File: config.mk
export PLATFORM = sky130hd
export DESIGN_NAME = next_pc_unit_flat
export DESIGN_NICKNAME = d
export VERILOG_FILES = /design/src/rtl/next_pc_if.sv /design/src/rtl/next_pc_unit.sv /design/src/flat_wrapper.sv
export SDC_FILE = /design/constraint.sdc
export NUM_CORES = 1
export LEC_CHECK = 0
export ABC_AREA = 1
export CORE_MARGIN = 3
export CORE_UTILIZATION = 50
export CTS_CLUSTER_DIAMETER = 60
export CTS_CLUSTER_SIZE = 16
export DETAILED_ROUTE_END_ITERATION = 8
export PLACE_DENSITY_LB_ADDON = 0.25
export SLEW_MARGIN = 20
export SYNTH_ARGS = -nofsm -noshare
export SYNTH_HDL_FRONTEND = slang
export SYNTH_SLANG_ARGS = --single-unit
File: constraint.sdc
create_clock -name clk -period 3.9 [get_ports clk]
set_input_delay 0.39 -clock clk [delete_from_list [all_inputs] [get_ports clk]]
set_output_delay 0.39 -clock clk [all_outputs]
set_load 0.01 [all_outputs]
File: src/rtl/next_pc_if.sv
// Branch/fetch bundle between the control side (control unit, register file, ALU)
// and the next-PC unit.
interface next_pc_if #(
    parameter int CNT_W = 16
);
    logic [2:0]       cond_jump;
    logic             uncond_jump;
    logic [1:0]       addr_sel;
    logic [25:0]      imm;
    logic [31:0]      rs_data;
    logic             carry_we;
    logic             carry_in;
    logic             stall;
    logic             halt_req;
    logic             resume;
    logic [31:0]      pc;
    logic [31:0]      pc_plus4;
    logic             branch_taken;
    logic             carry_flag;
    logic             running;
    logic [CNT_W-1:0] taken_count;

    modport master (
        output cond_jump, uncond_jump, addr_sel, imm, rs_data,
               carry_we, carry_in, stall, halt_req, resume,
        input  pc, pc_plus4, branch_taken, carry_flag, running, taken_count
    );

    modport slave (
        input  cond_jump, uncond_jump, addr_sel, imm, rs_data,
               carry_we, carry_in, stall, halt_req, resume,
        output pc, pc_plus4, branch_taken, carry_flag, running, taken_count
    );
endinterface

File: src/rtl/next_pc_unit.sv
// miniRISC next-PC unit: architectural PC, carry flag, branch evaluation,
// taken-branch counter and BOOT/RUN/HALT sequencing.
module next_pc_unit #(
    parameter logic [31:0] RESET_PC = 32'h0000_0000,
    parameter int          CNT_W    = 16
) (
    input  logic        clk,
    input  logic        rst,
    next_pc_if.slave    bus
);

    typedef enum logic [1:0] {
        S_BOOT = 2'd0,
        S_RUN  = 2'd1,
        S_HALT = 2'd2
    } state_t;

    state_t           state_q, state_d;
    logic [31:0]      pc_q, pc_d;
    logic             carry_q, carry_d;
    logic [CNT_W-1:0] cnt_q, cnt_d;

    logic [31:0] pc_plus4;
    logic [31:0] off26, off16, target;
    logic        cond_true, taken, in_run, advance;

    function automatic logic [CNT_W-1:0] sat_inc(input logic [CNT_W-1:0] v);
        return (&v) ? v : v + {{(CNT_W-1){1'b0}}, 1'b1};
    endfunction

    assign pc_plus4 = pc_q + 32'd4;
    assign off26    = {{4{bus.imm[25]}}, bus.imm, 2'b00};
    assign off16    = {{14{bus.imm[15]}}, bus.imm[15:0], 2'b00};
    assign in_run   = (state_q == S_RUN);

    always_comb begin
        target = pc_plus4;
        case (bus.addr_sel)
            2'b00:   target = pc_plus4 + off26;
            2'b01:   target = {bus.rs_data[31:2], 2'b00};
            2'b10:   target = pc_plus4 + off16;
            default: target = pc_plus4;
        endcase
    end

    // Conditions read the registered flag so an ALU write in this cycle is seen next cycle.
    always_comb begin
        cond_true = 1'b0;
        case (bus.cond_jump)
            3'b001:  cond_true = bus.rs_data[31];
            3'b010:  cond_true = (bus.rs_data == 32'd0);
            3'b011:  cond_true = (bus.rs_data != 32'd0);
            3'b100:  cond_true = carry_q;
            3'b101:  cond_true = ~carry_q;
            default: cond_true = 1'b0;
        endcase
    end

    assign taken   = in_run & (bus.uncond_jump | cond_true);
    assign advance = in_run & ~bus.stall & ~bus.halt_req;

    always_comb begin
        state_d = state_q;
        case (state_q)
            S_BOOT:  state_d = S_RUN;
            S_RUN:   if (bus.halt_req) state_d = S_HALT;
            S_HALT:  if (bus.resume)   state_d = S_RUN;
            default: state_d = S_BOOT;
        endcase
    end

    always_comb begin
        pc_d    = pc_q;
        carry_d = carry_q;
        cnt_d   = cnt_q;
        if (advance) begin
            pc_d = taken ? target : pc_plus4;
            if (taken) cnt_d = sat_inc(cnt_q);
        end
        if (in_run && !bus.stall && bus.carry_we) carry_d = bus.carry_in;
    end

    always_ff @(posedge clk or posedge rst) begin
        if (rst) begin
            state_q <= S_BOOT;
            pc_q    <= RESET_PC;
            carry_q <= 1'b0;
            cnt_q   <= '0;
        end else begin
            state_q <= state_d;
            pc_q    <= pc_d;
            carry_q <= carry_d;
            cnt_q   <= cnt_d;
        end
    end

    assign bus.pc           = pc_q;
    assign bus.pc_plus4     = pc_plus4;
    assign bus.branch_taken = taken;
    assign bus.carry_flag   = carry_q;
    assign bus.running      = in_run;
    assign bus.taken_count  = cnt_q;

endmodule

File: src/flat_wrapper.sv
// flat-port wrapper written by rule: the top's interface ports become plain ports
module next_pc_unit_flat 
#(
    parameter logic [31:0] RESET_PC = 32'h0000_0000,
    parameter int          CNT_W    = 16
)
  (clk, rst, bus_cond_jump, bus_uncond_jump, bus_addr_sel, bus_imm, bus_rs_data, bus_carry_we, bus_carry_in, bus_stall, bus_halt_req, bus_resume, bus_pc, bus_pc_plus4, bus_branch_taken, bus_carry_flag, bus_running, bus_taken_count);
  next_pc_if #(.CNT_W(CNT_W)) bus_i ();
  input  logic clk;
  input  logic rst;
  input wire logic [$bits(bus_i.cond_jump)-1:0] bus_cond_jump;
  input wire logic [$bits(bus_i.uncond_jump)-1:0] bus_uncond_jump;
  input wire logic [$bits(bus_i.addr_sel)-1:0] bus_addr_sel;
  input wire logic [$bits(bus_i.imm)-1:0] bus_imm;
  input wire logic [$bits(bus_i.rs_data)-1:0] bus_rs_data;
  input wire logic [$bits(bus_i.carry_we)-1:0] bus_carry_we;
  input wire logic [$bits(bus_i.carry_in)-1:0] bus_carry_in;
  input wire logic [$bits(bus_i.stall)-1:0] bus_stall;
  input wire logic [$bits(bus_i.halt_req)-1:0] bus_halt_req;
  input wire logic [$bits(bus_i.resume)-1:0] bus_resume;
  output wire logic [$bits(bus_i.pc)-1:0] bus_pc;
  output wire logic [$bits(bus_i.pc_plus4)-1:0] bus_pc_plus4;
  output wire logic [$bits(bus_i.branch_taken)-1:0] bus_branch_taken;
  output wire logic [$bits(bus_i.carry_flag)-1:0] bus_carry_flag;
  output wire logic [$bits(bus_i.running)-1:0] bus_running;
  output wire logic [$bits(bus_i.taken_count)-1:0] bus_taken_count;
  assign bus_i.cond_jump = bus_cond_jump;
  assign bus_i.uncond_jump = bus_uncond_jump;
  assign bus_i.addr_sel = bus_addr_sel;
  assign bus_i.imm = bus_imm;
  assign bus_i.rs_data = bus_rs_data;
  assign bus_i.carry_we = bus_carry_we;
  assign bus_i.carry_in = bus_carry_in;
  assign bus_i.stall = bus_stall;
  assign bus_i.halt_req = bus_halt_req;
  assign bus_i.resume = bus_resume;
  assign bus_pc = bus_i.pc;
  assign bus_pc_plus4 = bus_i.pc_plus4;
  assign bus_branch_taken = bus_i.branch_taken;
  assign bus_carry_flag = bus_i.carry_flag;
  assign bus_running = bus_i.running;
  assign bus_taken_count = bus_i.taken_count;
  next_pc_unit #(.RESET_PC(RESET_PC), .CNT_W(CNT_W)) u_core (.clk(clk), .rst(rst), .bus(bus_i));
endmodule
After elaboration in Yosys (flattened, before gate mapping)
Index checks and enable logic that the tools add are counted.
{ "classes": {"bitwise": 8, "eq_ne": 11, "n_reduce_logical": 10, "n_addsub": 4, "muxes": 6} }
{ "ops": {"columns": ["operator", "count"], "rows": [
  ["$pmux W32 S3", 1],
  ["$add A32 B32 Y32", 2],
  ["$add A32 B3 Y32 const B", 1],
  ["$logic_not A32 Y1", 1],
  ["$mux W32", 1],
  ["$reduce_bool A32 Y1", 1],
  ["$add A16 B1 Y16 const B", 1],
  ["$reduce_and A16 Y1", 1],
  ["$eq A3 B2 Y1 const B", 2],
  ["$eq A3 B3 Y1 const B", 2],
  ["$pmux W2 S3", 1],
  ["$pmux W1 S5", 1],
  ["$eq A2 B1 Y1 const B", 2],
  ["$eq A2 B2 Y1 const B", 2],
  ["$logic_not A2 Y1", 2],
  ["$mux W2", 2],
  ["$ne A2 B2 Y1 const B", 2],
  ["$not A1 Y1", 4],
  ["$and A1 B1 Y1", 3],
  ["$eq A3 B1 Y1 const B", 1],
  ["$reduce_and A3 Y1", 1],
  ["$logic_and A1 B1 Y1", 2],
  ["$reduce_and A2 Y1", 1],
  ["$logic_not A1 Y1", 1],
  ["$or A1 B1 Y1", 1]
]} }
{ "totals": {"inputBits": 71, "elab_cells": 43, "output_inout_bits": 83, "ff_bits": 51} }

Depth between registers and ports, before layout
{ "logic_depth": {"depth_word": 5, "depth_mapped": 23, "mapped_depth_nobuf": 23} }

Least setup slack after synthesis
Ideal clock, no wire load.
{ "synth_timing": {"kind": "register -> register", "start": "register u_core.pc_q[3], in the netlist u_core.bus.pc[3]", "end": "register u_core.pc_q[31], in the netlist u_core.bus.pc[31]", "t_arrival_ns": 3.349, "setup_ns": 0.073, "path_buffers": 0, "slack_ns": 0.478, "stages_incl_launch_ff": 19, "period_less_slack_ns": 3.422, "required_time_ns": 3.827, "cell_sequence": "dfrtp_1 -> ha_1 -> nand2_1 -> inv_1 -> nand2_1 -> nor4_1 -> and3_1 -> nand2_1 -> xnor2_1 -> ha_1 -> a21oi_1 -> o21ai_0 -> inv_1 -> nor2_1 -> a2111oi_0 -> a21oi_1 -> o21ai_1 -> nand2_1 -> a21oi_2"} }
{ "synth_via": {"elab_chain_len": 4, "word_cells_on_any_way": 5, "cone_classes": "3 x add/sub; 2 x mux"} }
{ "synth_lines": {"columns": ["element", "line", "source"], "rows": [
  ["from (decl)", "next_pc_unit.sv:19", "logic [31:0] pc_q, pc_d;"],
  ["from (signal assigned)", "next_pc_unit.sv:91", "pc_q <= pc_d;"],
  ["$add A32 B3 Y32 *", "next_pc_unit.sv:31", "assign pc_plus4 = pc_q + 32'd4;"],
  ["named net bus_pc_plus4[26]", "flat_wrapper.sv:22", "output wire logic [$bits(bus_i.pc_plus4)-1:0] bus_pc_plus4;"],
  ["$add A32 B32 Y32 (on tied branches)", "next_pc_unit.sv:41, next_pc_unit.sv:39", null],
  ["$pmux W32 S3 *", "next_pc_unit.sv:38", "case (bus.addr_sel)"],
  ["$mux W32 *", "next_pc_unit.sv:77", "pc_d = taken ? target : pc_plus4;"]
]} }
Mark *: on every way through the listed nets, which the timed path passes. The rest lies on a longest branch.
A chain may end at the register's enable or synchronous reset.

Worst setup path in the final report
{ "layout_timing": {"start": "register u_core.pc_q[3], in the netlist u_core.bus.pc[3]", "end": "register u_core.pc_q[31], in the netlist u_core.bus.pc[31]"} }
{ "layout_via": {"elab_chain_len": 4, "word_cells_on_any_way": 5, "cone_classes": "3 x add/sub; 2 x mux"} }
{ "layout_lines": {"columns": ["element", "line"], "rows": [
  ["$add A32 B3 Y32 *", "next_pc_unit.sv:31"],
  ["$add A32 B32 Y32 (on tied branches)", "next_pc_unit.sv:41, next_pc_unit.sv:39"],
  ["$pmux W32 S3", "next_pc_unit.sv:38"],
  ["$mux W32 *", "next_pc_unit.sv:77"]
]} }
Every way passes the cells marked *; elsewhere a longest branch is shown, timed or not.

==> impl_metrics.toml <==
[run_status]
status = "finished, final reports clean"

[yosys]
synth_seq_cells = 49
synth_area_per_cell_sq_um = 6.34
ys.flop_type = "dfrtp_1"
yosysSeqAreaShare_pct = 22.7
synthArstFlopShare_pct = 100
synth.distinct_cells = 51
syn_inst = 853
yosys-top-cells-area = "dfrtp_1, nand2_1, ha_1, inv_1, a21oi_1"
synth_top_area_cell = "dfrtp_1"
synth-edff-count = 0
synth_top_area_share_pct = 22.7
syn_area_sq_um = 5410
yosysWarnings = 0

[cells_and_area]
nets = 1117
diodes = 0
mostFrequentLayoutCell = "nand2_1"
fin_cells = 1147
drive_above_1_share_pct = 5.74
layout_common_cells = "nand2_1, clkdlybuf4s50_1, inv_1"
syn_to_final_growth_pct = 34.0

[place]
dpl.hpwl_um = 15100
dp_cells = 1139
post-place-ws_ns = 0.267
gp_congestion = 1.02
io_buffers = 149

[power_and_ir_drop]
power_density_nw_per_um2 = 754
leakage_nw = 3.46
ir_worst_vdd_mv = 0.616

[sta]
setup_viol = 0
period_minus_slack_ns = 3.69
fin_crit_sh_pct = 94.6
slew_violations = 0
hold_ws_ns = 0.477
tns_ns = 0
worst_pin_slew_ns = 0.924
hold_violations = 0
relSlewSlack_pct = 38.4
rsz0062_at_grt = "false"
fin_worst_skew_ns = 0.0173
fmax_mhz = 271
final.setup.worst_slack_ns = 0.210

[clock_network]
cts_root_buf = "clkbuf_8"
clock_latency_ns = 0.32
cts_buffer_depth = 2
post-cts-setup-buffers = 0
htree_levels = 2
path_clk_slew_ns = 0.12
cts_buffers = 5
cts_hold_buffers = 0
clock-sinks = 49
cts_tree = "done"

[worst_setup_path]
path_cells = "ha_1, nand3_1, nor2_2, nand2_1, nor4_1, xor2_1, ha_1, a21oi_1, nor3_1, a2111oi_1, a21oi_1, o21ai_1, nand2_1, a21oi_2"
worstSetupPathType = "flip-flop to flip-flop"
required_ns = 4.17
cp_max_fo = 5
cp_data_arrival_time_ns = 3.96
max_stage_delay_ns = 0.52
cp-end-kind = "flip-flop"
cpMaxStageDelayCell = "nor4_1"
start_kind = "flip-flop"
rrSetupSlack_ns = 0.21
crit_start = "u_core.bus.pc[3]$_DFFE_PP0P_"
r2r-start = "u_core.bus.pc[3]$_DFFE_PP0P_"

[floorplan]
placementRows = 37
io_pins = 154
die_x_um = 110
start_util_pct = 51.9
coreArea_sq_um = 10400
die_area_sq_um = 12100
dieHeight_um = 110

[routing]
wirelength_um = 19100
drt_iter0_drc = 626
detail-route-antenna-nets = 0
vias = 6503
wl_per_cell_um = 16.6
drc = 0
firstDrtPassIters = 8
detail_route.vias_per_cell = 5.67

[global_route]
grt.overflow.total = 0
grt_antenna_before_repair = 0
grt_pass1_vias = 6033
grt_start_max_net_pins = 50
track_usage_pct = 31.5
grt_pass1_wl_um = 29900

[worst_hold_path]
min_from = "u_core.state_q[0]$_DFFE_PP0P_"
hold_path.class = "flip-flop to flip-flop"

[flow_run]
maxCapViolations = 0
where the power goes:
part           internal, W  switching [W]
clock             0.000134       0.000215
combinational      0.00175        0.00241
sequential        0.000686       0.000275
per-stage QoR:
step / area (sq um) / utilization (%) / total power (W)
after global routing: 7250 / 69.6 / 0.00592
after floorplan: 5420 / - / 0.00338
after CTS: 7230 / 69.4 / 0.00537
after detailed placement: 7140 / 68.5 / 0.00500
after global placement: 7140 / 68.5 / 0.00499
final: 7250 / 69.6 / 0.00547
flip-flops by register name (all words and copies together) (netlist names):
register and flops:
u_core.bus.carry_flag 1, u_core.bus.pc 30, u_core.bus.taken_count 16, u_core.state_q 2
critical path: cells and delay by family, from the launching register on:
kind,cells,cell delay (ns)
AOI/OAI and AO/OA,5,1.05
xor gates and xnor gates,1,0.43
adders and majority gates,2,0.54
DFF,1,0.44
and+or+nand+nor,6,1.20
cell families (layout without fill, tap and decap cells):
logic type,after synthesis,in the layout,synth area share [%]
and+or+nand+nor,410,410,33.7
AOI/OAI and AO/OA,169,169,17.3
buffers and inverters,142,297,10.4
DFF,49,49,22.7
xor gates and xnor gates,46,46,7.45
adders and majority gates,36,36,8.46
other,1,4,0.0693
timing repair:
action / 4_1_cts / 5_1_grt
gates resized for setup: 0 / 3
endpoints found under the setup margin: 0 / 6
endpoints found under the hold margin: 0 / 0
worst paths after layout:
check	endpoint	cells after the start
max	u_core.bus.pc[31]$_DFFE_PP0P_	14
min	u_core.state_q[1]$_DFFE_PP0P_	1
max reg2reg	u_core.bus.pc[31]$_DFFE_PP0P_	14
min reg2reg	u_core.state_q[1]$_DFFE_PP0P_	1
max in group asynchronous	u_core.bus.pc[7]$_DFFE_PP0P_	2
min in group asynchronous	u_core.bus.carry_flag$_DFFE_PP0P_	2
routing by layer:
layer / up-vias / global-route usage (%) / part of all wire, %
met5: - / 0 / 0
met4: 0 / 6.41 / 1.8
met3: 31 / 6.06 / 11
met2: 352 / 47.8 / 43
met1: 2995 / 46.5 / 43
li1: 3125 / - / -
Yosys cell counts, types with 2 or more instances:
master	number
a32oi_1	2
xor2_1	39
nand2_4	3
and2_1	2
nand2_1	195
xnor2_1	7
a22oi_1	6
nor2_4	3
or2_2	5
o31ai_1	2
nor3_1	14
o21ai_0	49
o21ai_1	2
clkbuf_1	15
nor2_1	97
o22ai_1	10
dfrtp_1	49
buf_4	5
inv_2	3
a31oi_1	11
ha_1	35
nand3_1	56
nor4_1	4
o21bai_1	2
a21oi_1	75
nand4_1	19
inv_1	116
nand2_2	4
final cells by class:
cell class                      count  area (sq um)
Clock inverter                      3          26.3
Inverter                          119           448
Fill cell                         951          3170
Sequential cell                    49          1230
Multi-Input combinational cell    665          3660
Timing Repair Buffer              170          1650
Tap cell                          136           170
Clock buffer                        5          68.8
(Power assumes the default switching activity.)
